$ cat src/rtl/bcd_pkg.sv
// Shared BCD types, constants and helpers for the digit-serial subtractor.
package bcd_pkg;

  typedef logic [3:0] bcd_digit_t;

  localparam bcd_digit_t BCD_NINE = 4'd9;
  localparam bcd_digit_t BCD_ADJ  = 4'd6;

  typedef enum logic [1:0] {
    IDLE  = 2'd0,
    PASS1 = 2'd1,
    PASS2 = 2'd2,
    DONE  = 2'd3
  } sub_state_t;

  function automatic logic is_bcd(input bcd_digit_t d);
    return (d <= BCD_NINE);
  endfunction

endpackage

$ cat src/rtl/bcd_digit_add.sv
// Single-digit BCD adder with +6 decimal correction; operands arrive pre-complemented as needed.
module bcd_digit_add
  import bcd_pkg::*;
(
  input  bcd_digit_t a_i,
  input  bcd_digit_t b_i,
  input  logic       cin_i,
  output bcd_digit_t sum_o,
  output logic       cout_o
);

  logic [4:0] raw;
  logic [4:0] adj;

  // Binary add, then fold sums above nine back into a decimal digit with carry.
  always_comb begin
    raw = {1'b0, a_i} + {1'b0, b_i} + {4'b0, cin_i};
    adj = raw + {1'b0, BCD_ADJ};
    if (raw > 5'd9) begin
      sum_o  = adj[3:0];
      cout_o = 1'b1;
    end else begin
      sum_o  = raw[3:0];
      cout_o = 1'b0;
    end
  end

endmodule

$ cat src/rtl/bcd_serial_subtractor.sv
// Digit-serial signed BCD subtractor: A-B via ten's-complement add, LSD first,
// with an in-place recomplement pass when the result is negative.
module bcd_serial_subtractor
  import bcd_pkg::*;
#(
  parameter int unsigned NDIG = 4
) (
  input  logic              clk,
  input  logic              rst_n,
  input  logic              in_valid,
  output logic              in_ready,
  input  logic [4*NDIG-1:0] a,
  input  logic [4*NDIG-1:0] b,
  output logic              out_valid,
  input  logic              out_ready,
  output logic [4*NDIG-1:0] diff,
  output logic              sign,
  output logic              err
);

  localparam int unsigned IW = (NDIG > 1) ? $clog2(NDIG) : 1;
  localparam logic [IW-1:0] LAST_IDX = IW'(NDIG - 1);

  sub_state_t        state_q, state_d;
  logic [IW-1:0]     idx_q, idx_d;
  logic              carry_q, carry_d;
  logic [4*NDIG-1:0] a_q, a_d;
  logic [4*NDIG-1:0] b_q, b_d;
  logic [4*NDIG-1:0] res_q, res_d;
  logic [4*NDIG-1:0] diff_q, diff_d;
  logic              sign_q, sign_d;
  logic              err_q, err_d;

  logic              ops_ok;
  bcd_digit_t        op_a, op_b, sum;
  logic              cout;

  // Flag any non-decimal digit on the incoming operand pair.
  always_comb begin
    ops_ok = 1'b1;
    for (int unsigned i = 0; i < NDIG; i++) begin
      if (!is_bcd(a[4*i +: 4]) || !is_bcd(b[4*i +: 4])) ops_ok = 1'b0;
    end
  end

  // PASS1 subtracts B from A; PASS2 subtracts the stored result from zero.
  always_comb begin
    if (state_q == PASS1) begin
      op_a = a_q[4*idx_q +: 4];
      op_b = BCD_NINE - b_q[4*idx_q +: 4];
    end else begin
      op_a = '0;
      op_b = BCD_NINE - res_q[4*idx_q +: 4];
    end
  end

  bcd_digit_add u_add (
    .a_i   (op_a),
    .b_i   (op_b),
    .cin_i (carry_q),
    .sum_o (sum),
    .cout_o(cout)
  );

  // Next-state, digit sequencing and result capture.
  always_comb begin
    state_d = state_q;
    idx_d   = idx_q;
    carry_d = carry_q;
    a_d     = a_q;
    b_d     = b_q;
    res_d   = res_q;
    diff_d  = diff_q;
    sign_d  = sign_q;
    err_d   = err_q;
    unique case (state_q)
      IDLE: begin
        if (in_valid) begin
          a_d     = a;
          b_d     = b;
          idx_d   = '0;
          carry_d = 1'b1;
          res_d   = '0;
          if (!ops_ok) begin
            state_d = DONE;
            diff_d  = '0;
            sign_d  = 1'b0;
            err_d   = 1'b1;
          end else begin
            state_d = PASS1;
          end
        end
      end
      PASS1: begin
        res_d[4*idx_q +: 4] = sum;
        carry_d = cout;
        idx_d   = idx_q + 1'b1;
        if (idx_q == LAST_IDX) begin
          idx_d = '0;
          if (cout) begin
            state_d = DONE;
            diff_d  = res_d;
            sign_d  = 1'b0;
            err_d   = 1'b0;
          end else begin
            state_d = PASS2;
            carry_d = 1'b1;
          end
        end
      end
      PASS2: begin
        res_d[4*idx_q +: 4] = sum;
        carry_d = cout;
        idx_d   = idx_q + 1'b1;
        if (idx_q == LAST_IDX) begin
          idx_d   = '0;
          state_d = DONE;
          diff_d  = res_d;
          sign_d  = 1'b1;
          err_d   = 1'b0;
        end
      end
      DONE: begin
        if (out_ready) state_d = IDLE;
      end
      default: state_d = IDLE;
    endcase
  end

  // State and datapath registers with synchronous active-low reset.
  always_ff @(posedge clk) begin
    if (!rst_n) begin
      state_q <= IDLE;
      idx_q   <= '0;
      carry_q <= 1'b0;
      a_q     <= '0;
      b_q     <= '0;
      res_q   <= '0;
      diff_q  <= '0;
      sign_q  <= 1'b0;
      err_q   <= 1'b0;
    end else begin
      state_q <= state_d;
      idx_q   <= idx_d;
      carry_q <= carry_d;
      a_q     <= a_d;
      b_q     <= b_d;
      res_q   <= res_d;
      diff_q  <= diff_d;
      sign_q  <= sign_d;
      err_q   <= err_d;
    end
  end

  assign in_ready  = (state_q == IDLE);
  assign out_valid = (state_q == DONE);
  assign diff      = diff_q;
  assign sign      = sign_q;
  assign err       = err_q;

endmodule
$ cat config.mk
export PLATFORM = sky130hd
export DESIGN_NAME = bcd_serial_subtractor
export DESIGN_NICKNAME = d
export VERILOG_FILES = /design/src/rtl/bcd_pkg.sv /design/src/rtl/bcd_digit_add.sv /design/src/rtl/bcd_serial_subtractor.sv
export SDC_FILE = /design/constraint.sdc
export NUM_CORES = 1
export LEC_CHECK = 0
export BUFFER_PORTS_ARGS = -buffer_cell sky130_fd_sc_hd__buf_4
export CAP_MARGIN = 0
export CORE_AREA = 10 10 169 92
export DETAILED_ROUTE_END_ITERATION = 7
export DIE_AREA = 0 0 179 102
export MAX_ROUTING_LAYER = met4
export SYNTH_ARGS = -nofsm -noshare
export SYNTH_HDL_FRONTEND = slang
export SYNTH_SLANG_ARGS = --single-unit
$ cat constraint.sdc
create_clock -name clk -period 6.25 [get_ports clk]
set_input_delay 1.25 -clock clk [delete_from_list [all_inputs] [get_ports clk]]
set_output_delay 1.25 -clock clk [all_outputs]
set_load 0.05 [all_outputs]
==> metrics.md, run 1 <==
| Metric | Value |
|---|---|
| CTS Root Cell | `clkbuf_16` |
| RR Endpoint | `diff[5]$_SDFFE_PN0P_` |
| Synth top area share | `a little under two fifths` |
| Syn_area_per_cell | `between 8 and 9 µm²` |
| GRT Total Usage | `12.2%` |
| Area of the mapped netlist | `3740 µm²` |
| Critical path class | `reg -> reg` |
| Postcts setup bufs | `0` |
| Worst IR Drop VDD | `~0.00021 V` |
| Top_reg_cell synth | `dfxtp_1` |
| Simple-gate share of the synthesized area | `between 10% and 20%` |
| Startpoint types | `flop` |
| Synthesis Warnings | `0` |
| Final hold violation count | `0` |
| CP cell instances | `mux4_2 -> mux2_2 -> fa_1 -> inv_1 -> fa_1 -> a21bo_2 -> a22oi_1 -> nor4_1 -> a21oi_2 -> a22o_1 -> a31o_2` |
| Iter 0 DRT Violations | `roughly 250` |
| Initial Util | `approximately 30%` |
| DR WL/cell | `around 17 µm` |
| R2r setup slk | `about 2200 ps` |
| Max-slew violation count | `0` |
| Net Sw Power | `1.09 mW` |
| Max Clock Skew | `between 4 and 5 ps` |
| CP Capture Type | `flop` |
| Clock share of power | `20.1%` |
| Die width | `roughly 180 µm` |
| Post-Synth XOR/XNOR Area | `0.903%` |
| Post-synth EDFFs | `0` |
| Diode count | `0` |
| Total detailed-routing wirelength | `roughly 11,000 µm` |
| Seq/Total Area, Yosys | `38.0%` |
| CTS tree | `done` |
| Vias | `3,359` |
| Filler cells | `about 1,300` |
| Worst-path maximum fanout | `20` |
| Synth unique cells | `53` |
| Slowest CP cell | `dfxtp_1` |
| Pint | `1.22 mW` |
| CTS buffer count | `9` |
| Synth Area in Adders | `slightly above 6%` |
| Largest net degree at the start of global routing | `57` |
| Largest family of logic cells by synthesized area | `compound AO/OA/AOI/OAI gates` |
| Yosys top cell by area | `dfxtp_1` |
| RSZ-0062 raised after global routing | `false` |
| Setup Viol. Count Final | `0` |
| First-pass GRT wire length | `~17,000 µm` |
| DP HPWL | `about 8000 µm` |
| P per Cell Area | `approximately 510 nW/µm²` |
| Worst setup path end | `diff[5]$_SDFFE_PN0P_` |
| Die area | `approximately 18,000 µm²` |
| Antenna violations before repair | `0` |
| Resized Gates After CTS | `0` |
| I/O Pins | `56` |
| Max Fclk | `about 250 MHz` |
| Worst path max stage delay | `1020 ps` |
| Crit path top cell by count | `fa_1` |
| Clk slew on worst S/H paths | `50 ps` |
| Multiplexer share of the synthesized area | `under 10%` |
| Clock Tree Buf Depth | `2` |
| CORE AREA | `approximately 13,000 µm²` |
| Compound-gate portion of the synthesized area | `about 23%` |
| Average vias per placed instance | `just over 5` |
| CP Data Required Time | `about 6500 ps` |
| Port Buffers | `between 50 and 60` |
| Register bit total from synthesis | `just over 70` |
| DRT Pass-1 Iters | `5` |
| Vias in the first global route | `around 3,200` |
| Ranking of synthesized cells by area | `dfxtp_1 (38%), nand2_1 (8.7%), mux4_2 (7.2%)` |
| Hold-fix buffers, CTS | `0` |
| Layout cell share with drive strength beyond 1 | `between 20% and 30%` |
| H-tree depth | `3` |
| Ys async rst share | `0%` |
| Flop pwr share | `about a quarter` |
| Die H | `about 100 µm` |
| Leak | `around 1.7 nW` |
| Sw frac | `between 40 and 50%` |
| CTS Sinks | `71` |
| Worst r2r path cells | `11` |
| FF-to-FF Start | `idx_q[0]$_SDFFE_PN0P_` |
| Latest clock arrival within the worst-skew pair | `around 330 ps` |
| Syn Nets | `~490` |
| TNS Setup | `0 ps` |
| Row count | `29` |
| Layout Utilization | `about 36%` |
| Area Overhead vs Synth | `21.2%` |
| Final worst path period share | `64.8%` |
| Min-delay worst type | `reg -> reg` |
| GPL Wtd Cong | `~0.9` |
| DRC | `0` |
| Post-DRT Antenna Nets | `0` |
| Status | `completed` |
| Worst Tran Pin Value | `1070 ps` |
| Slew headroom | `about 28%` |
| NumNets Final | `approximately 530` |
| Gr ovfl total | `0` |
| Max Cap Viol | `0` |
| Crit. Startpoint | `idx_q[0]$_SDFFE_PN0P_` |
| Minimum clock period | `4050 ps` |
| Cells after Synth | `about 430` |
| Logic gate share of total power | `53.9%` |
| Top cells by instance count after synthesis | `nand2_1 (87), dfxtp_1 (71), a21oi_1 (47), nor2_1 (25), o21ai_0 (23)` |
| Most frequent cell after synthesis | `nand2_1` |
| CP Data Arrival Time | `between 4000 and 5000 ps` |
[routing by layer]
| layer | routed length, µm | GRT usage, % |
|---|---|---|
| met3 | 649 | 3.53 |
| met4 | 163 | 3.41 |
| met5 | 0 | - |
| met2 | 4560 | 17.2 |
| met1 | 5370 | 16.5 |
[cells by family (layout without fill, tap and decap cells)]
family | count (synthesis) | in the layout
compound gates | 130 | 130
flops | 71 | 71
mux | 20 | 20
buf+inv | 44 | 91
xor+xnor | 3 | 3
simple gates | 149 | 149
fa+ha+maj | 17 | 17
[worst max-delay path: cells and delay by family (launching register included)]
| family | cells | cell delay (ps) |
|---|---|---|
| AOI/OAI and AO/OA | 5 | 860 |
| adders and majority gates | 2 | 710 |
| DFF | 1 | 1020 |
| and+or+nand+nor | 1 | 390 |
| muxes | 2 | 880 |
| buffers and inverters | 1 | 90 |
[placed cells by master (no fill, tap or decap), types with 2 or more instances in the layout]
cell type / instances
mux2i_1: 6
nand3_1: 8
clkbuf_8: 2
nor3_1: 3
ha_1: 15
o21ai_0: 23
a2111oi_0: 2
a211oi_1: 6
clkbuf_1: 2
o22ai_1: 7
and2_1: 6
nand2_1: 87
and3_1: 2
inv_1: 20
mux4_2: 12
fa_1: 2
dfxtp_1: 71
clkbuf_16: 9
xnor2_1: 2
o21ai_1: 2
nor4_1: 2
a21oi_2: 3
a21o_1: 2
a22o_1: 5
a21oi_1: 47
a22oi_1: 8
buf_4: 57
nand4_1: 5
mux2_2: 2
o211ai_1: 2
a32oi_1: 15
nor2_1: 25
[metrics by stage]
stage	instance area, µm²	std cells	power, mW	setup WS, ps	hold slack, ps
2_1_floorplan	3740	434	1.54	2850	433
3_3_place_gp	4270	637	1.83	2250	443
3_5_place_dp	4270	637	1.84	2190	448
4_1_cts	4540	651	2.31	2180	456
5_1_grt	4540	651	2.47	1820	471
6_report	4540	651	2.32	2200	452
[area by class of cell]
cell class	count	area [µm²]	share of cell area (%)
Clock buffer	13	260	5.74
Clock inverter	1	5.00	0.110
Inverter	20	75.1	1.65
Multi-Input combinational cell	319	2130	47.0
Sequential cell	71	1420	31.3
Tap cell	170	213	4.69
Timing Repair Buffer	57	428	9.43
[state kept, by name (all words and copies together), names as in the netlist]
signal and count:
a_q 16, res_q 16, b_q 16, diff 16, err 1, carry_q 1
idx_q 2, state_q 2, sign 1
[power groups by stage]
stage                     combinational (mW)  sequential [mW]  clock (mW)
after floorplan                        0.893            0.650           0
after global placement                  1.23            0.608           0
after detailed placement                1.23            0.612           0
after CTS                               1.24            0.602       0.475
after global routing                    1.36            0.615       0.489
final                                   1.25            0.601       0.466
[worst min path at each step]
stage               slack [ps]                 start              endpoint  cells after the start
floorplan                  430  a_q[10]$_SDFFE_PN0P_  a_q[10]$_SDFFE_PN0P_                      2
finish                     450  b_q[12]$_SDFFE_PN0P_  b_q[12]$_SDFFE_PN0P_                      2
global route               470  diff[4]$_SDFFE_PN0P_  diff[4]$_SDFFE_PN0P_                      2
global placement           440   b_q[3]$_SDFFE_PN0P_   b_q[3]$_SDFFE_PN0P_                      2
detailed placement         450   a_q[3]$_SDFFE_PN0P_   a_q[3]$_SDFFE_PN0P_                      2
CTS                        460   a_q[3]$_SDFFE_PN0P_   a_q[3]$_SDFFE_PN0P_                      2
Note: power is estimated with default switching activity, not from simulation.
==> run 2, diff against run 1 <==
Clock period 6.25 ns to 4.1 ns, I/O delays scaled along.
==> run 2 against run 1 <==
Against the previous run:
- total power increased by 56%
- die area unchanged
- first-iteration DRC count increased by 9.3%
- setup slack lost 1700 ps
- wire length increased by 3.2%
- critical endpoint is now diff[11]$_SDFFE_PN0P_
- count of clock-buffer cells in the layout unchanged
- global-route usage grew 0.31 points
- combinational power increased by 57%
==> metrics.md, run 2 (same netlist as run 1, synthesis figures left out) <==
| Metric | Value |
|---|---|
| Gr ovfl total | `0` |
| Resized Gates After CTS | `0` |
| Worst r2r path cells | `12` |
| Worst IR Drop VDD | `0.000332 V` |
| CORE AREA | `between 10,000 and 15,000 µm²` |
| CTS tree | `done` |
| M1 wire length | `about 5300 µm` |
| GPL Wtd Cong | `about 0.89` |
| Critical path class | `reg -> reg` |
| Latest clock arrival within the worst-skew pair | `340 ps` |
| CTS Root Cell | `clkbuf_16` |
| Average vias per placed instance | `5.15` |
| CP cell instances | `inv_1 -> ha_1 -> mux2_2 -> fa_1 -> inv_1 -> fa_1 -> inv_1 -> and2_2 -> nor2_1 -> mux2_2 -> a31oi_1 -> a211oi_1` |
| Vias | `3,396` |
| CP Data Arrival Time | `roughly 3800 ps` |
| Commonest non-fill, non-tap cell in the layout | `nand2_1` |
| Worst-path maximum fanout | `13` |
| H-tree depth | `3` |
| CP Capture Type | `flop` |
| Max Cap Viol | `0` |
| I/O Pins | `56` |
| Antenna violations before repair | `0` |
| Clk slew on worst S/H paths | `about 60 ps` |
| Reg area | `about 1400 µm²` |
| Net Sw Power | `1.68 mW` |
| Port Buffers | `between 50 and 60` |
| Largest net degree at the start of global routing | `slightly below 60` |
| Clock share of power | `21.5%` |
| Layout cell share with drive strength beyond 1 | `between 20% and 30%` |
| FF-to-FF Start | `state_q[1]$_SDFFE_PN0P_` |
| Met3 Wirelength | `slightly above 800 µm` |
| Diode count | `0` |
| DP HPWL | `approximately 8000 µm` |
| Iter 0 DRT Violations | `271` |
| Top sig layer | `met4` |
| RSZ-0062 raised after global routing | `false` |
| Crit path top cell by count | `inv_1` |
| Logic gate share of total power | `a little over half` |
| Sw frac | `a little under half` |
| Total detailed-routing wirelength | `between 10,000 and 15,000 µm` |
| Slowest CP cell | `ha_1` |
| Area Overhead vs Synth | `23.2%` |
| Status | `completed` |
| Max Clock Skew | `approximately 5.4 ps` |
| R2r setup slk | `530 ps` |
| Row count | `29` |
| Final hold violation count | `0` |
| Die area | `18,300 µm²` |
| Hold-fix buffers, CTS | `0` |
| Initial Util | `between 20% and 30%` |
| Setup Viol. Count Final | `0` |
| Die H | `approximately 100 µm` |
| TNS Setup | `0 ps` |
| Clock Tree Buf Depth | `2` |
| DR WL/cell | `about 17 µm` |
| Startpoint types | `flop` |
| Worst Tran Pin Value | `around 800 ps` |
| CP Data Required Time | `around 4300 ps` |
| Filler cells | `1,298` |
| Max-slew violation count | `0` |
| GRT Total Usage | `between 10% and 20%` |
| Flop pwr share | `approximately 24%` |
| Postcts setup bufs | `0` |
| Die width | `around 180 µm` |
| Post-DRT Antenna Nets | `0` |
| Max Fclk | `280 MHz` |
| Multi-input combinational cell area | `2130 µm²` |
| NumNets Final | `about 540` |
| P per Cell Area | `around 790 nW/µm²` |
| PnR Total Power | `around 3.6 mW` |
| Final worst path period share | `between 80% and 90%` |
| Min-delay worst type | `reg -> reg` |
| Hold EP | `a_q[14]$_SDFFE_PN0P_` |
| Hold Crit Depth | `2` |
| DRT Pass-1 Iters | `5` |
| First-pass GRT wire length | `around 18,000 µm` |
| Leak | `1.75 nW` |
| Vias in the first global route | `3,269` |
| Minimum clock period | `roughly 3600 ps` |
| HP Start | `a_q[14]$_SDFFE_PN0P_` |
| Pint | `1.94 mW` |
| RR Endpoint | `diff[11]$_SDFFE_PN0P_` |
| Slew headroom | `a little under half` |
| Worst path max stage delay | `between 500 and 600 ps` |
| CTS buffer count | `9` |
| CTS Sinks | `slightly above 70` |
| DRC | `0` |
| Commonest cells after routing, fill and taps aside | `nand2_1 (87), dfxtp_1 (71), buf_4 (63), a21oi_1 (47), nor2_1 (25)` |
| WL met2 | `about 4800 µm` |
run 2: cell count changes in the layout (fill, tap and decap cells not counted):
cell,before,now
bufinv_16,0,1
buf_4,57,63
clkbuf_1,2,3
clkinvlp_4,0,1
clkbuf_8,2,1
run 2: power by group through the flow:
stage	sequential [mW]	combinational [mW]	clock [mW]
after floorplan	0.990	1.36	0
after global placement	0.894	1.93	0
after detailed placement	0.896	1.93	0
after CTS	0.882	1.95	0.797
after global routing	0.897	2.15	0.828
final	0.880	1.96	0.780
run 2: worst max path at each step:
stage	start	to	cells after the start
floorplan	idx_q[0]$_SDFFE_PN0P_	res_q[11]$_SDFFE_PN0P_	13
global placement	state_q[1]$_SDFFE_PN0P_	diff[11]$_SDFFE_PN0P_	12
detailed placement	state_q[1]$_SDFFE_PN0P_	diff[11]$_SDFFE_PN0P_	12
CTS	state_q[1]$_SDFFE_PN0P_	diff[11]$_SDFFE_PN0P_	12
global route	state_q[1]$_SDFFE_PN0P_	diff[11]$_SDFFE_PN0P_	12
finish	state_q[1]$_SDFFE_PN0P_	diff[11]$_SDFFE_PN0P_	12
run 2: critical path, delay by kind of cell, from the launching register on:
| kind | cells | cell delay [ps] |
|---|---|---|
| adder cells (fa/ha/maj) | 3 | 1400 |
| flip-flops | 1 | 330 |
| AO/OA/AOI/OAI | 2 | 350 |
| AND/OR/NAND/NOR | 2 | 280 |
| buffers and inverters | 3 | 330 |
| multiplexers | 2 | 730 |
run 2: final cells by class:
cell class / instances / area share [%]
multi-input combinational: 319 / 46.3
sequential: 71 / 30.8
timing repair buffer: 63 / 10.3
clock buffer: 13 / 5.43
tap: 170 / 4.61
inverter: 20 / 1.63
clock inverter: 3 / 0.923
run 2: metal layers:
layer	track usage [%]	vias to the layer above
met1	16.3	1589
met4	3.16	0
met2	18.1	130
met5	-	-
met3	4.31	17
li1	-	1660
run 2: through the flow:
stage / worst slack (ps) / hold slack, ps / utilization [%] / cell area (µm²) / instances
2_1_floorplan: 696 / 433 / - / 3740 / 434
3_3_place_gp: 704 / 442 / 34.5 / 4320 / 643
3_5_place_dp: 578 / 444 / 34.5 / 4320 / 643
4_1_cts: 525 / 452 / 36.8 / 4610 / 659
5_1_grt: 331 / 466 / 36.8 / 4610 / 659
6_report: 533 / 454 / 36.8 / 4610 / 659
==> run 3, diff against run 2 <==
Settings changed: ABC_AREA set to 1, CORE_AREA 10 10 169 92 to 10 10 173 94, DIE_AREA 0 0 179 102 to 0 0 183 104, SYNTH_HIERARCHICAL set to 1.
==> run 3 against run 2 <==
Against the previous run:
- critical path depth grew 11
- setup slack got worse by 230 ps
- fmax shrank 6.1%
- synthesized cell count rose by 34%
- area after synthesis up 4.7%
- critical endpoint is now res_q[5]$_SDFFE_PN0P_
- utilization fell by 0.75 points
- count of clock-buffer cells in the layout is the same
==> metrics.md, run 3 <==
| Metric | Value |
|---|---|
| Startpoint types | `flop` |
| Top cells by instance count after synthesis | `nor2_1 (126), nand2_1 (84), o21ai_0 (82), dfxtp_1 (71), inv_1 (44)` |
| Critical path class | `reg -> reg` |
| CTS buffer count | `9` |
| Min-delay worst type | `reg -> reg` |
| Register bit total from synthesis | `between 70 and 80` |
| CTS Root Cell | `clkbuf_16` |
| Synth top area share | `between 30% and 40%` |
| Commonest non-fill, non-tap cell in the layout | `nor2_1` |
| Antenna violations before repair | `0` |
| Ys async rst share | `0%` |
| DP HPWL | `around 9000 µm` |
| DRT Pass-1 Iters | `5` |
| Latest clock arrival within the worst-skew pair | `330 ps` |
| Max Fclk | `roughly 260 MHz` |
| Synthesis Warnings | `6` |
| Worst path max stage delay | `around 390 ps` |
| Multi-input combinational cell area | `approximately 2200 µm²` |
| GRT Total Usage | `about 13%` |
| Average vias per placed instance | `about 4.9` |
| Crit path top cell by count | `nand2_1` |
| DRC | `0` |
| Cells after Synth | `around 580` |
| Filler cells | `1,454` |
| Syn_area_per_cell | `about 6.7 µm²` |
| CP Data Arrival Time | `between 4000 and 5000 ps` |
| Die area | `around 19,000 µm²` |
| Gr busiest metal | `met1` |
| Worst-path maximum fanout | `33` |
| GR Layer Usage met2 | `between 10% and 20%` |
| NumNets Final | `slightly below 700` |
| Layout cell share with drive strength beyond 1 | `between 10% and 20%` |
| Reg area | `1420 µm²` |
| Syn Nets | `approximately 640` |
| Yosys top cell by area | `dfxtp_1` |
| RSZ-0062 raised after global routing | `false` |
| Met1 usage | `between 10% and 20%` |
| Final hold violation count | `0` |
| Vias | `~4,000` |
| HP Start | `res_q[15]$_SDFFE_PN0P_` |
| CP Data Required Time | `between 4000 and 5000 ps` |
| Iter 0 DRT Violations | `between 200 and 300` |
| I/O Pins | `56` |
| CP Buf/Inv Count | `3` |
| Area Overhead vs Synth | `22.3%` |
| First-pass GRT wire length | `19,200 µm` |
| Ranking of synthesized cells by area | `dfxtp_1 (36%), nor2_1 (12%), o21ai_0 (10%)` |
| PnR worst setup slack | `302 ps` |
| Diode count | `0` |
| Clk slew on worst S/H paths | `about 50 ps` |
| Worst r2r path cells | `23` |
| Slowest CP cell | `ha_1` |
| Post-DRT Antenna Nets | `0` |
| Max-slew violation count | `0` |
| R2r setup slk | `approximately 300 ps` |
| Vias in the first global route | `approximately 3,700` |
| Setup Viol. Count Final | `0` |
| Most frequent cell after synthesis | `nor2_1` |
| Largest net degree at the start of global routing | `slightly above 60` |
| CTS Sinks | `between 70 and 80` |
| Slew headroom | `35.4%` |
| CP cell instances | `buf_4 -> o21ai_0 -> o22ai_1 -> nand2_1 -> nand2_1 -> inv_1 -> ha_1 -> ha_1 -> inv_2 -> nand2_1 -> nand2_2 -> ha_1 -> a21oi_4 -> nand2_4 -> nand2_4 -> nand2_1 -> nand2_1 -> nand2_1 -> nor2_1 -> nand3_1 -> a21oi_2 -> nand2_1 -> a21oi_1` |
| Total detailed-routing wirelength | `11,900 µm` |
| DR WL/cell | `roughly 15 µm` |
| CP Capture Type | `flop` |
| TNS Setup | `0 ps` |
| Minimum clock period | `3800 ps` |
| Initial Util | `between 20% and 30%` |
| Final worst path period share | `between 90% and 100%` |
| Clock Tree Buf Depth | `2` |
| Commonest cells after routing, fill and taps aside | `nor2_1 (126), nand2_1 (84), o21ai_0 (81), dfxtp_1 (71), buf_4 (63)` |
| CTS tree | `done` |
| Synth unique cells | `34` |
| GPL Wtd Cong | `0.940` |
| Die H | `roughly 100 µm` |
| Crit path max-delay family | `simple AND/OR/NAND/NOR gates` |
| Max Clock Skew | `between 6 and 7 ps` |
| Port Buffers | `55` |
| Hold Crit Depth | `2` |
| Met3 GRT Util | `3.97%` |
| CORE AREA | `13,300 µm²` |
| Gr ovfl total | `0` |
| Hold EP | `res_q[15]$_SDFFE_PN0P_` |
| Status | `completed` |
| Seq/Total Area, Yosys | `a little over a third` |
| Hold-fix buffers, CTS | `0` |
| Top_reg_cell synth | `dfxtp_1` |
| Max Cap Viol | `0` |
| RR Endpoint | `res_q[5]$_SDFFE_PN0P_` |
| FF-to-FF Start | `idx_q[0]$_SDFFE_PN0P_` |
| Worst slack, placed | `just under 100 ps` |
| Post-synth EDFFs | `0` |
| Worst Tran Pin Value | `a little under 1000 ps` |
| H-tree depth | `3` |
| Row count | `30` |
| Area of the mapped netlist | `3920 µm²` |
| Die width | `roughly 180 µm` |
-- run 3: cell count changes after synthesis, sizes merged, moves of 6 or more --
cell	delta
a211oi	-6
a22oi	-7
a32oi	-14
and2	-7
inv	+26
mux2i	-6
mux4	-12
nand3	+29
nor2	+100
o21ai	+60
-- run 3: how the worst max path moves through the flow --
stage / from / end / slack (ps) / cells after the start
after CTS: state_q[1]$_SDFFE_PN0P_ / diff[2]$_SDFFE_PN0P_ / 80 / 19
after global placement: state_q[1]$_SDFFE_PN0P_ / diff[14]$_SDFFE_PN0P_ / 170 / 23
after global routing: idx_q[0]$_SDFFE_PN0P_ / diff[14]$_SDFFE_PN0P_ / 10 / 26
final: idx_q[0]$_SDFFE_PN0P_ / res_q[5]$_SDFFE_PN0P_ / 300 / 23
after floorplan: idx_q[0]$_SDFFE_PN0P_ / diff[11]$_SDFFE_PN0P_ / 540 / 19
after detailed placement: state_q[1]$_SDFFE_PN0P_ / diff[2]$_SDFFE_PN0P_ / 100 / 19
-- run 3: logic make-up after synthesis --
logic type	share of synthesized area, %
AND/OR/NAND/NOR	27.3
AO/OA/AOI/OAI	22.0
buffers and inverters	8.43
flip-flops	36.3
adder cells (fa/ha/maj)	5.81
XOR/XNOR	0.224
-- run 3: area by class of cell --
type | instances | share of cell area [%]
sequential | 71 | 29.7
inverter | 47 | 3.84
clock inverter | 1 | 0.104
tap | 176 | 4.59
timing repair buffer | 65 | 10.7
clock buffer | 13 | 5.43
multi-input combinational | 431 | 45.7
-- run 3: worst register-to-register path, stage by stage, from the launching register on --
cell,delay (ps)
dfxtp_1,370
buf_4,350
o21ai_0,160
o22ai_1,180
nand2_1,80
nand2_1,150
inv_1,60
ha_1,300
ha_1,390
inv_2,40
nand2_1,70
nand2_2,90
ha_1,260
a21oi_4,160
nand2_4,80
nand2_4,100
nand2_1,70
nand2_1,90
nand2_1,100
nor2_1,130
nand3_1,110
a21oi_2,190
nand2_1,70
a21oi_1,120
-- run 3: metrics by stage --
| step | cells | hold slack, ps | util [%] | area [µm²] |
|---|---|---|---|---|
| 6_report | 804 | 471 | 36.1 | 4790 |
| 5_1_grt | 804 | 496 | 36.1 | 4790 |
| 4_1_cts | 802 | 472 | 35.8 | 4750 |
| 3_5_place_dp | 788 | 461 | 33.8 | 4490 |
| 3_3_place_gp | 788 | 456 | 33.8 | 4490 |
| 2_1_floorplan | 582 | 444 | - | 3920 |
-- run 3: timing repair --
item,in CTS,in global routing
buffers inserted,0,2
gates resized for setup,0,7
setup endpoints to repair,0,26
hold endpoints to repair,0,0
-- run 3: per-layer routing --
metal  up-vias  wire (µm)
li1       1985          -
met1      1812       6370
met2       140       4530
met3        13        884
met4         0         85
met5         -          0
Power of run 3 is left out: the tool's default activity adds up to more than one toggle a clock period on the data nets, which glitch-free logic cannot reach.
